--- config.mk ---
export PLATFORM = sky130hd
export DESIGN_NAME = multicycle_main_control
export DESIGN_NICKNAME = d
export VERILOG_FILES = /design/src/rtl/multicycle_main_control.sv
export SDC_FILE = /design/constraint.sdc
export NUM_CORES = 1
export LEC_CHECK = 0
export CORE_MARGIN = 1.5
export CORE_UTILIZATION = 45
export CTS_CLUSTER_SIZE = 25
export DETAILED_ROUTE_END_ITERATION = 12
export DONT_BUFFER_PORTS = 1
export GPL_ROUTABILITY_DRIVEN = 0
export HOLD_SLACK_MARGIN = 0.15
export MAX_ROUTING_LAYER = met4
export SYNTH_ARGS = -nofsm -noshare
export SYNTH_HDL_FRONTEND = slang
export SYNTH_SLANG_ARGS = --single-unit
--- constraint.sdc ---
create_clock -name clk -period 3.25 [get_ports clk]
set_input_delay 0.65 -clock clk [delete_from_list [all_inputs] [get_ports clk]]
set_output_delay 0.65 -clock clk [all_outputs]
set_load 0.01 [all_outputs]
--- src/rtl/multicycle_main_control.sv ---
// Main control FSM for the multi-cycle MIPS datapath.
// Steps each instruction through fetch, decode, execute, memory and writeback,
// stalls on the memory ready handshake and aborts a wait that runs too long.
// The addi path is compiled in only when MULTICYCLE_ADDI_EN is defined;
// without it, opcode 001000 is reported as illegal.
module multicycle_main_control #(
   parameter int TIMEOUT = 16
) (
   input  logic       clk,
   input  logic       rst_n,
   input  logic [5:0] opcode,
   input  logic       mem_ready,
   output logic       pc_write,
   output logic       pc_write_cond,
   output logic       i_or_d,
   output logic       mem_read,
   output logic       mem_write,
   output logic       ir_write,
   output logic       mem_to_reg,
   output logic       reg_dst,
   output logic       reg_write,
   output logic       alu_src_a,
   output logic [1:0] alu_src_b,
   output logic [1:0] alu_op,
   output logic [1:0] pc_source,
   output logic       illegal_op,
   output logic       mem_timeout,
   output logic [3:0] state_out
);

   typedef enum logic [3:0] {
      IDLE      = 4'd0,
      FETCH     = 4'd1,
      DECODE    = 4'd2,
      MEM_ADDR  = 4'd3,
      MEM_READ  = 4'd4,
      MEM_WB    = 4'd5,
      MEM_WRITE = 4'd6,
      EXECUTE   = 4'd7,
      R_WB      = 4'd8,
      BRANCH    = 4'd9,
      JUMP      = 4'd10,
      ADDI_EX   = 4'd11,
      ADDI_WB   = 4'd12
   } state_t;

   localparam logic [5:0] OP_RTYPE = 6'b000000;
   localparam logic [5:0] OP_LW    = 6'b100011;
   localparam logic [5:0] OP_SW    = 6'b101011;
   localparam logic [5:0] OP_BEQ   = 6'b000100;
   localparam logic [5:0] OP_J     = 6'b000010;
   localparam logic [5:0] OP_ADDI  = 6'b001000;

   // Counter must be able to hold TIMEOUT itself.
   localparam int CW = (TIMEOUT > 1) ? $clog2(TIMEOUT + 1) : 1;

   state_t         state;
   state_t         next_state;
   logic [CW-1:0]  wait_count;
   logic           waiting;
   logic           timed_out;

   // A memory state is stalled when mem_ready is low; an expired stall aborts.
   always_comb begin
      waiting   = ((state == FETCH) || (state == MEM_READ) || (state == MEM_WRITE)) && !mem_ready;
      timed_out = (TIMEOUT != 0) && waiting && (wait_count == CW'(TIMEOUT));
   end

   // State register; reset abandons any instruction in flight.
   always_ff @(posedge clk or negedge rst_n) begin
      if (!rst_n) begin
         state <= IDLE;
      end else begin
         state <= next_state;
      end
   end

   // Stall counter counts consecutive waiting cycles and restarts on every state change.
   always_ff @(posedge clk or negedge rst_n) begin
      if (!rst_n) begin
         wait_count <= '0;
      end else if (next_state != state) begin
         wait_count <= '0;
      end else if (waiting) begin
         wait_count <= wait_count + 1'b1;
      end
   end

   // Next-state and Moore control decode; only the fetch loads follow mem_ready directly.
   always_comb begin
      next_state    = state;
      pc_write      = 1'b0;
      pc_write_cond = 1'b0;
      i_or_d        = 1'b0;
      mem_read      = 1'b0;
      mem_write     = 1'b0;
      ir_write      = 1'b0;
      mem_to_reg    = 1'b0;
      reg_dst       = 1'b0;
      reg_write     = 1'b0;
      alu_src_a     = 1'b0;
      alu_src_b     = 2'b00;
      alu_op        = 2'b00;
      pc_source     = 2'b00;
      illegal_op    = 1'b0;
      mem_timeout   = timed_out;
      case (state)
         IDLE: begin
            next_state = FETCH;
         end
         FETCH: begin
            mem_read  = 1'b1;
            alu_src_b = 2'b01;
            ir_write  = mem_ready;
            pc_write  = mem_ready;
            if (mem_ready)      next_state = DECODE;
            else if (timed_out) next_state = IDLE;
         end
         DECODE: begin
            alu_src_b = 2'b11;
            case (opcode)
               OP_RTYPE:     next_state = EXECUTE;
               OP_LW, OP_SW: next_state = MEM_ADDR;
               OP_BEQ:       next_state = BRANCH;
               OP_J:         next_state = JUMP;
`ifdef MULTICYCLE_ADDI_EN
               OP_ADDI:      next_state = ADDI_EX;
`endif
               default: begin
                  next_state = FETCH;
                  illegal_op = 1'b1;
               end
            endcase
         end
         MEM_ADDR: begin
            alu_src_a = 1'b1;
            alu_src_b = 2'b10;
            if (opcode == OP_LW)      next_state = MEM_READ;
            else if (opcode == OP_SW) next_state = MEM_WRITE;
            else                      next_state = FETCH;
         end
         MEM_READ: begin
            mem_read = 1'b1;
            i_or_d   = 1'b1;
            if (mem_ready)      next_state = MEM_WB;
            else if (timed_out) next_state = IDLE;
         end
         MEM_WB: begin
            reg_write  = 1'b1;
            mem_to_reg = 1'b1;
            next_state = FETCH;
         end
         MEM_WRITE: begin
            mem_write = !timed_out;
            i_or_d    = 1'b1;
            if (mem_ready)      next_state = FETCH;
            else if (timed_out) next_state = IDLE;
         end
         EXECUTE: begin
            alu_src_a  = 1'b1;
            alu_op     = 2'b10;
            next_state = R_WB;
         end
         R_WB: begin
            reg_write  = 1'b1;
            reg_dst    = 1'b1;
            next_state = FETCH;
         end
         BRANCH: begin
            alu_src_a     = 1'b1;
            alu_op        = 2'b01;
            pc_write_cond = 1'b1;
            pc_source     = 2'b01;
            next_state    = FETCH;
         end
         JUMP: begin
            pc_write   = 1'b1;
            pc_source  = 2'b10;
            next_state = FETCH;
         end
`ifdef MULTICYCLE_ADDI_EN
         ADDI_EX: begin
            alu_src_a  = 1'b1;
            alu_src_b  = 2'b10;
            next_state = ADDI_WB;
         end
         ADDI_WB: begin
            reg_write  = 1'b1;
            next_state = FETCH;
         end
`endif
         default: begin
            next_state = IDLE;
         end
      endcase
   end

   assign state_out = state;

endmodule

### Yosys cells after proc, flatten, opt, wreduce, memory -nomap -nowiden

Cells that the tools add are included.

| word-level totals | value |
|---|---|
| flip-flop bits (word level) | 9 |
| input bits | 9 |
| output and inout port bits | 22 |
| logic and storage cells | 60 |

| operators by class | value |
|---|---|
| reduce and logical (&&, ||, !) cells | 16 |
| equal/unequal tests | 16 |
| multiplexer cells | 25 |
| add/sub/neg operators | 1 |

Operator list:

| cell | count |
|---|---|
| $pmux W4 S7 | 1 |
| $eq A4 B3 Y1 const B | 4 |
| $mux W4 | 4 |
| $pmux W4 S4 | 1 |
| $eq A4 B4 Y1 const B | 3 |
| $eq A6 B6 Y1 const B | 2 |
| $mux W1 | 11 |
| $mux W5 | 2 |
| $reduce_or A5 Y1 | 2 |
| $eq A4 B2 Y1 const B | 2 |
| $pmux W2 S2 | 2 |
| $reduce_or A2 Y1 | 4 |
| $eq A6 B2 Y1 const B | 1 |
| $eq A6 B3 Y1 const B | 1 |
| $logic_not A6 Y1 | 1 |
| $mux W3 | 2 |
| $pmux W2 S3 | 1 |
| $add A5 B1 Y5 const B | 1 |
| $eq A5 B5 Y1 const B | 1 |
| $eq A4 B1 Y1 const B | 1 |
| $logic_not A4 Y1 | 1 |
| $ne A4 B4 Y1 | 1 |
| $reduce_or A3 Y1 | 1 |
| $logic_and A1 B1 Y1 | 2 |
| other kinds (4) | 6 |

### Depth between registers and ports, before layout

Gate-level depths: netlist of run 1.

| logic depth | value |
|---|---|
| depth in word-level cells | 10 |
| depth in mapped cells | 8 |

### Worst setup path before layout of run 1

Ideal clock, no wire load.

| timing path | value |
|---|---|
| path type | register to output |
| from | reg state[2] (netlist: state_out[2]) |
| to | out mem_write |
| buffers on the path | 0 |
| stages on the path, launching flop included | 4 |
| slack | 0.860 ns |
| arrival | 1.740 ns |
| cell sequence | dfrtp_1 > or3b_4 > a2111oi_1 > nor2_1 |

| between the ends | value |
|---|---|
| cells in the longest elaborated chain, start to end | 7 |
| elaborated cells between the ends (all ways) | 9 |
| classes of those cells | eq/ne: 3; mux: 1; reduce/logical: 5 |

RTL lines:

| what | line | text |
|---|---|---|
| from (decl) | 57 | `state_t state;` |
| from (signal assigned) | 74 | `state <= next_state;` |
| $eq A4 B1 Y1 / $eq A4 B3 Y1 (equally long branches) | 65 | `waiting = ((state == FETCH) \|\| (state == MEM_READ) \|\| (state == MEM_WRITE)) && !mem_ready;` |
| $logic_or A1 B1 Y1 | 65 |  |
| $logic_or A1 B1 Y1 (*) | 65 |  |
| $logic_and A1 B1 Y1 (*) | 65 |  |
| $logic_and A1 B1 Y1 (*) | 66 | `timed_out = (TIMEOUT != 0) && waiting && (wait_count == CW'(TIMEOUT));` |
| named net mem_timeout | 27 | `output logic mem_timeout,` |
| $logic_not A1 Y1 (*) | 154 | `mem_write = !timed_out;` |
| $mux W1 (*) | 107 | `case (state)` |
| to (decl) | 17 | `output logic mem_write,` |

Mark *: on every way through the listed nets, which the timed path passes. The rest lies on a longest branch.

### Worst setup path in the final report of run 1

Ends and elaborated chain as after synthesis.

==> metrics.cfg, run 1 <==
[outcome]
status=complete, no violations

[worst_setup_path]
critPathRequiredTime_ps=2600
critical_path_class=reg -> out
reg2reg_slack_ps=1300
crit_path_end_kind=primary output
critPathArrivalTime_ps=2050
crit_fanout=2
startpoint_type=flip-flop

[power]
total_power_mw=0.573
p_int_mw=0.295
power_density_mw_per_mm2=608
power_switching_mw=0.278
seq_power_share_pct=24.8
power_frac_clock_pct=15.5
pwr-share-comb_pct=59.7
leakagePower_nw=0.348
ir_drop_mv=0.329
p_sw_share_pct=48.6

[yosys]
synth_edf_count=0
async_reset_ff_share_pct=100
synth-seq-cells=9
yosysWarnings=0
avgSynthCellArea_um2=8.10
yosys.cell_types.count=47
synth_top_flop_cell=dfrtp_1
syn_inst=110
syn_area_um2=891
syn-num-nets=121
ys_seq_area_share_pct=25.3

[floorplanning]
fp.dieW_um=47.5
fp.dieH_um=47.5
start_util_pct=50.0
core-area_mm2=0.00178
rows=15
dieArea_mm2=0.00226
num_io_pins=31

[sta]
relSlewSlack_pct=46.4
post-route-period-util_pct=83.2
setup-tns-final_ps=0
finalSetupViolCount=0
maxSlewViolCount=0
rsz0062_at_grt=no
max_freq_mhz=370
clock_skew_ps=13.9
fin_crit_ps=2700
tightestPinTransition_ps=802
hold_violations=0
setup_ws_ps=548

[detailed_routing]
vias=818
final_antenna_net_count=0
drc=0
wl_per_cell_um=14.7
dr.pass1.iters=4
initialDrtViolationCount=19
vias_per_cell=6.01
drt-total-wl_um=2000

[placed_design]
hpwl_um=1490
place_inst=131
port_buffers=0
dp_worst_setup_slack_ps=851

[clocking]
cts_sinks=9
clockRootBuffer=clkbuf_4
clkLatencyLatePin_ps=270
cts_tree=done
cts_buffer_depth=2
cts_buffers=3
cts.reportedPaths.clkPinSlew_ps=70
h-tree-depth=1

[layout]
final_util_pct=52.8
drive_above_1_share_pct=15.3
fin_nets=123
fin_cells=136
areaGrowthSynthToFinish_pct=5.76
antenna_cells=0

[min_path]
min_path_type=in -> reg

[grt]
grt.total_usage_pct=19.9
grt.overflow.total=0
grt_pass1_vias=708
antenna_found_initial=0
grt_pass1_wl_um=3080
grt_max_degree=22

[job]
max_cap_viol_count=0

## synth_stat cells (2+ instances only)
cell       count  area, µm²
xor2_1         3       26.3
dfrtp_1        9        225
nor4_1         4       25.0
inv_1          4       15.0
o2bb2ai_1      2       17.5
nor3_2         5       50.1
o21ai_0        2       10.0
nor3_1         3       15.0
a21oi_1        4       20.0
nand2_1        8       30.0
nor2b_1        2       12.5
nor2_1        15       56.3
ha_1           2       25.0
and4_1         2       17.5
o21ai_1        3       15.0
nand4_1        3       18.8
nand2b_1       4       25.0
clkbuf_1       3       11.3
or2_1          2       12.5
xnor2_1        3       26.3
## per-layer routing
layer / global-route usage (%) / wire length, µm
met1: 31.3 / 1010
met2: 25.1 / 822
met3: 2.26 / 133
met4: 8.33 / 36
met5: - / 0
## power groups by stage
stage	Combinational, mW	Sequential (mW)	Clock, mW
after detailed placement	0.338	0.144	0
final	0.342	0.142	0.0890
after floorplan	0.274	0.152	0
after global placement	0.337	0.143	0
after CTS	0.342	0.142	0.0918
after global routing	0.382	0.145	0.0942
## layout by cell type, fill, tap and decap left out, types with 2 or more instances in the layout
cell type	count
nor2b_1	2
o2bb2ai_1	2
nand2b_1	4
dfrtp_1	9
inv_1	4
a21oi_1	4
nor4_1	4
or2_1	2
nor3_1	3
nand2_1	8
clkbuf_4	3
nor3_2	5
xor2_1	3
ha_1	2
and4_1	2
nor2_1	15
o21ai_0	2
nand4_1	3
xnor2_1	3
o21ai_1	3
buf_4	3
## worst max-delay path, stage by stage (launching register included)
cell and delay [ps]:
dfrtp_1 380, or3b_4 410, a2111oi_1 780, nor2_1 210
## cells by family after synthesis
kind of cell	share of synthesized area [%]
buffers and inverters	6.46
flip-flops	25.3
AND/OR/NAND/NOR	36.8
AO/OA/AOI/OAI	22.8
adder cells (fa/ha/maj)	2.81
XOR/XNOR	5.90
## final timing paths
path	from	to	cells past startpoint
hold reg to reg	wait_count[4]$_DFFE_PN0P_	wait_count[4]$_DFFE_PN0P_	2
setup / recovery	state_out[2]$_DFF_PN0_	mem_write	3
max in group asynchronous	rst_n	wait_count[1]$_DFFE_PN0P_	1
setup reg to reg	state_out[0]$_DFF_PN0_	wait_count[2]$_DFFE_PN0P_	6
min in group asynchronous	rst_n	state_out[3]$_DFF_PN0_	1
hold / removal	mem_ready	state_out[1]$_DFF_PN0_	2
## metrics by stage
| stage | hold WS (ps) | cell area, µm² |
|---|---|---|
| 4_1_cts | 563 | 942 |
| 3_3_place_gp | 355 | 906 |
| 3_5_place_dp | 355 | 906 |
| 2_1_floorplan | 354 | 891 |
| 6_report | 566 | 942 |
| 5_1_grt | 574 | 942 |
## flip-flops by register name, indices dropped and copies added (netlist names)
register,count
state_out,4
wait_count,5
## area by class of cell
class / instances / area, µm²
multi-input combinational: 89 / 608
inverter: 5 / 18.8
timing repair buffer: 4 / 32.5
clock buffer: 4 / 26.3
fill: 176 / 841
tap: 25 / 31.3
sequential: 9 / 225
## timing repair
item                                   4_1_cts  5_1_grt
buffers inserted                             0        0
hold buffers                                 1        0
endpoints found under the hold margin        9        0
setup endpoints to repair                    0        0
resized for setup                            0        0
Note: power is estimated with default switching activity, not from simulation.
==> inputs of run 2 (changes only) <==
==> constraint.sdc (replaced) <==
create_clock -name clk -period 2.7 [get_ports clk]
set_input_delay 0.54 -clock clk [delete_from_list [all_inputs] [get_ports clk]]
set_output_delay 0.54 -clock clk [all_outputs]
set_load 0.01 [all_outputs]
==> metrics.cfg, run 2 (synthesis gave the netlist of run 1 again) <==
[outcome]
status=complete, no violations

[floorplanning]
fp.dieH_um=47.5
rows=15
start_util_pct=50.0
dieArea_mm2=0.00226
fp.dieW_um=47.5
core-area_mm2=0.00178
num_io_pins=31

[power]
ir_drop_mv=0.496
power_frac_clock_pct=14.6
seq_power_share_pct=25.0
p_sw_share_pct=48.1
total_power_mw=0.684
p_int_mw=0.355
pwr-share-comb_pct=60.4
power_switching_mw=0.329
leakagePower_nw=0.353
power_density_mw_per_mm2=720

[sta]
clock_skew_ps=0.840
relSlewSlack_pct=66.2
max_freq_mhz=428
maxSlewViolCount=0
rsz0062_at_grt=no
fin_crit_ps=2340
setup-tns-final_ps=0
hold_violations=0
setup_ws_ps=364
tightestPinTransition_ps=502
finalSetupViolCount=0
post-route-period-util_pct=86.5

[job]
max_cap_viol_count=0

[clocking]
h-tree-depth=1
cts_sinks=9
postCtsSetupBuffers=0
clkLatencyLatePin_ps=250
cts.reportedPaths.clkPinSlew_ps=60
cts_tree=done
cts_buffers=3
cts_buffer_depth=2
clockRootBuffer=clkbuf_4

[worst_setup_path]
cp_slowest_cell=a2111oi_1
critPathArrivalTime_ps=1800
startpoint_type=flip-flop
critical_path_class=reg -> out
cpLargestDelayFamily=compound AO/OA/AOI/OAI gates
crit_path_end_kind=primary output
critPathRequiredTime_ps=2160
path_cells=inv_1, ha_1, nand4bb_1, a2111oi_1, buf_4
crit_fanout=4
slowest_delay_ps=520
crit_buf_inv=2

[detailed_routing]
final_antenna_net_count=0
drc=0
dr.pass1.iters=4
vias=819
vias_per_cell=5.98
initialDrtViolationCount=16
drt-total-wl_um=1960
wl_per_cell_um=14.3

[layout]
fin_cells=137
drive_above_1_share_pct=16.1
mostFrequentLayoutCells=15 x nor2_1, 9 x dfrtp_1, 8 x nand2_1, 5 x nor3_2
final_common_cell=nor2_1
largest_register=wait_count
antenna_cells=0
design_area_um2=950
fin_nets=124
areaGrowthSynthToFinish_pct=6.60
largest_register_ff_count=5

[grt]
grt.total_usage_pct=19.6
grt_pass1_wl_um=3040
grt_pass1_vias=688
grt.overflow.total=0
grt_max_degree=22
antenna_found_initial=0

[placed_design]
place_inst=132
dp_worst_setup_slack_ps=648
port_buffers=0
placed_area_um2=913
hpwl_um=1510

[min_path]
min_path_type=in -> reg

run 2: cell count changes in the layout (fill, tap and decap cells not counted):
cell   before  now
buf_4       3    4
run 2: layout make-up:
cell class | instances | area (µm²)
well taps | 25 | 31.3
inverters | 5 | 18.8
flip-flops and latches | 9 | 225
clock buffers | 4 | 26.3
repair buffers | 5 | 40.0
multi-input cells | 89 | 608
fillers | 175 | 833
run 2: worst paths after layout:
kind / startpoint / end / slack (ps) / cells after the start
worst max-delay path: wait_count[0]$_DFFE_PN0P_ / mem_timeout / 360 / 5
worst min-delay path: mem_ready / state_out[2]$_DFF_PN0_ / 480 / 2
worst max register to register: state_out[3]$_DFF_PN0_ / wait_count[2]$_DFFE_PN0P_ / 750 / 7
worst min register to register: wait_count[3]$_DFFE_PN0P_ / wait_count[3]$_DFFE_PN0P_ / 590 / 2
max in group asynchronous: rst_n / wait_count[2]$_DFFE_PN0P_ / 1770 / 1
min in group asynchronous: rst_n / wait_count[1]$_DFFE_PN0P_ / 640 / 1
run 2: what timing repair did:
action	4_1_cts	5_1_grt
endpoints found under the setup margin	0	0
endpoints found under the hold margin	9	0
resized for setup	0	0
hold buffers	1	0
run 2: layer usage:
metal / global-route usage [%] / routed length (µm)
met1: 27.1 / 987
met3: 9.06 / 179
met2: 27.0 / 793
met4: 1.67 / 0
met5: - / 0
run 2: metrics by stage:
stage          hold slack (ps)  utilization, %
2_1_floorplan              244               -
3_3_place_gp               245            51.2
3_5_place_dp               245            51.2
4_1_cts                    472            53.3
5_1_grt                    481            53.3
6_report                   477            53.3
run 2: worst register-to-register path, delay by kind of cell (launching register included):
family | cells | cell delay (ps)
AND/OR/NAND/NOR | 3 | 520
buffers and inverters | 1 | 110
AO/OA/AOI/OAI | 3 | 680
flip-flops | 1 | 550
run 2: power by group through the flow:
stage,Clock (mW),Sequential (mW),Combinational (mW)
detailed placement,0,0.173,0.411
global route,0.113,0.174,0.455
finish,0.100,0.171,0.413
CTS,0.105,0.171,0.416
global placement,0,0.173,0.407
floorplan,0,0.183,0.330
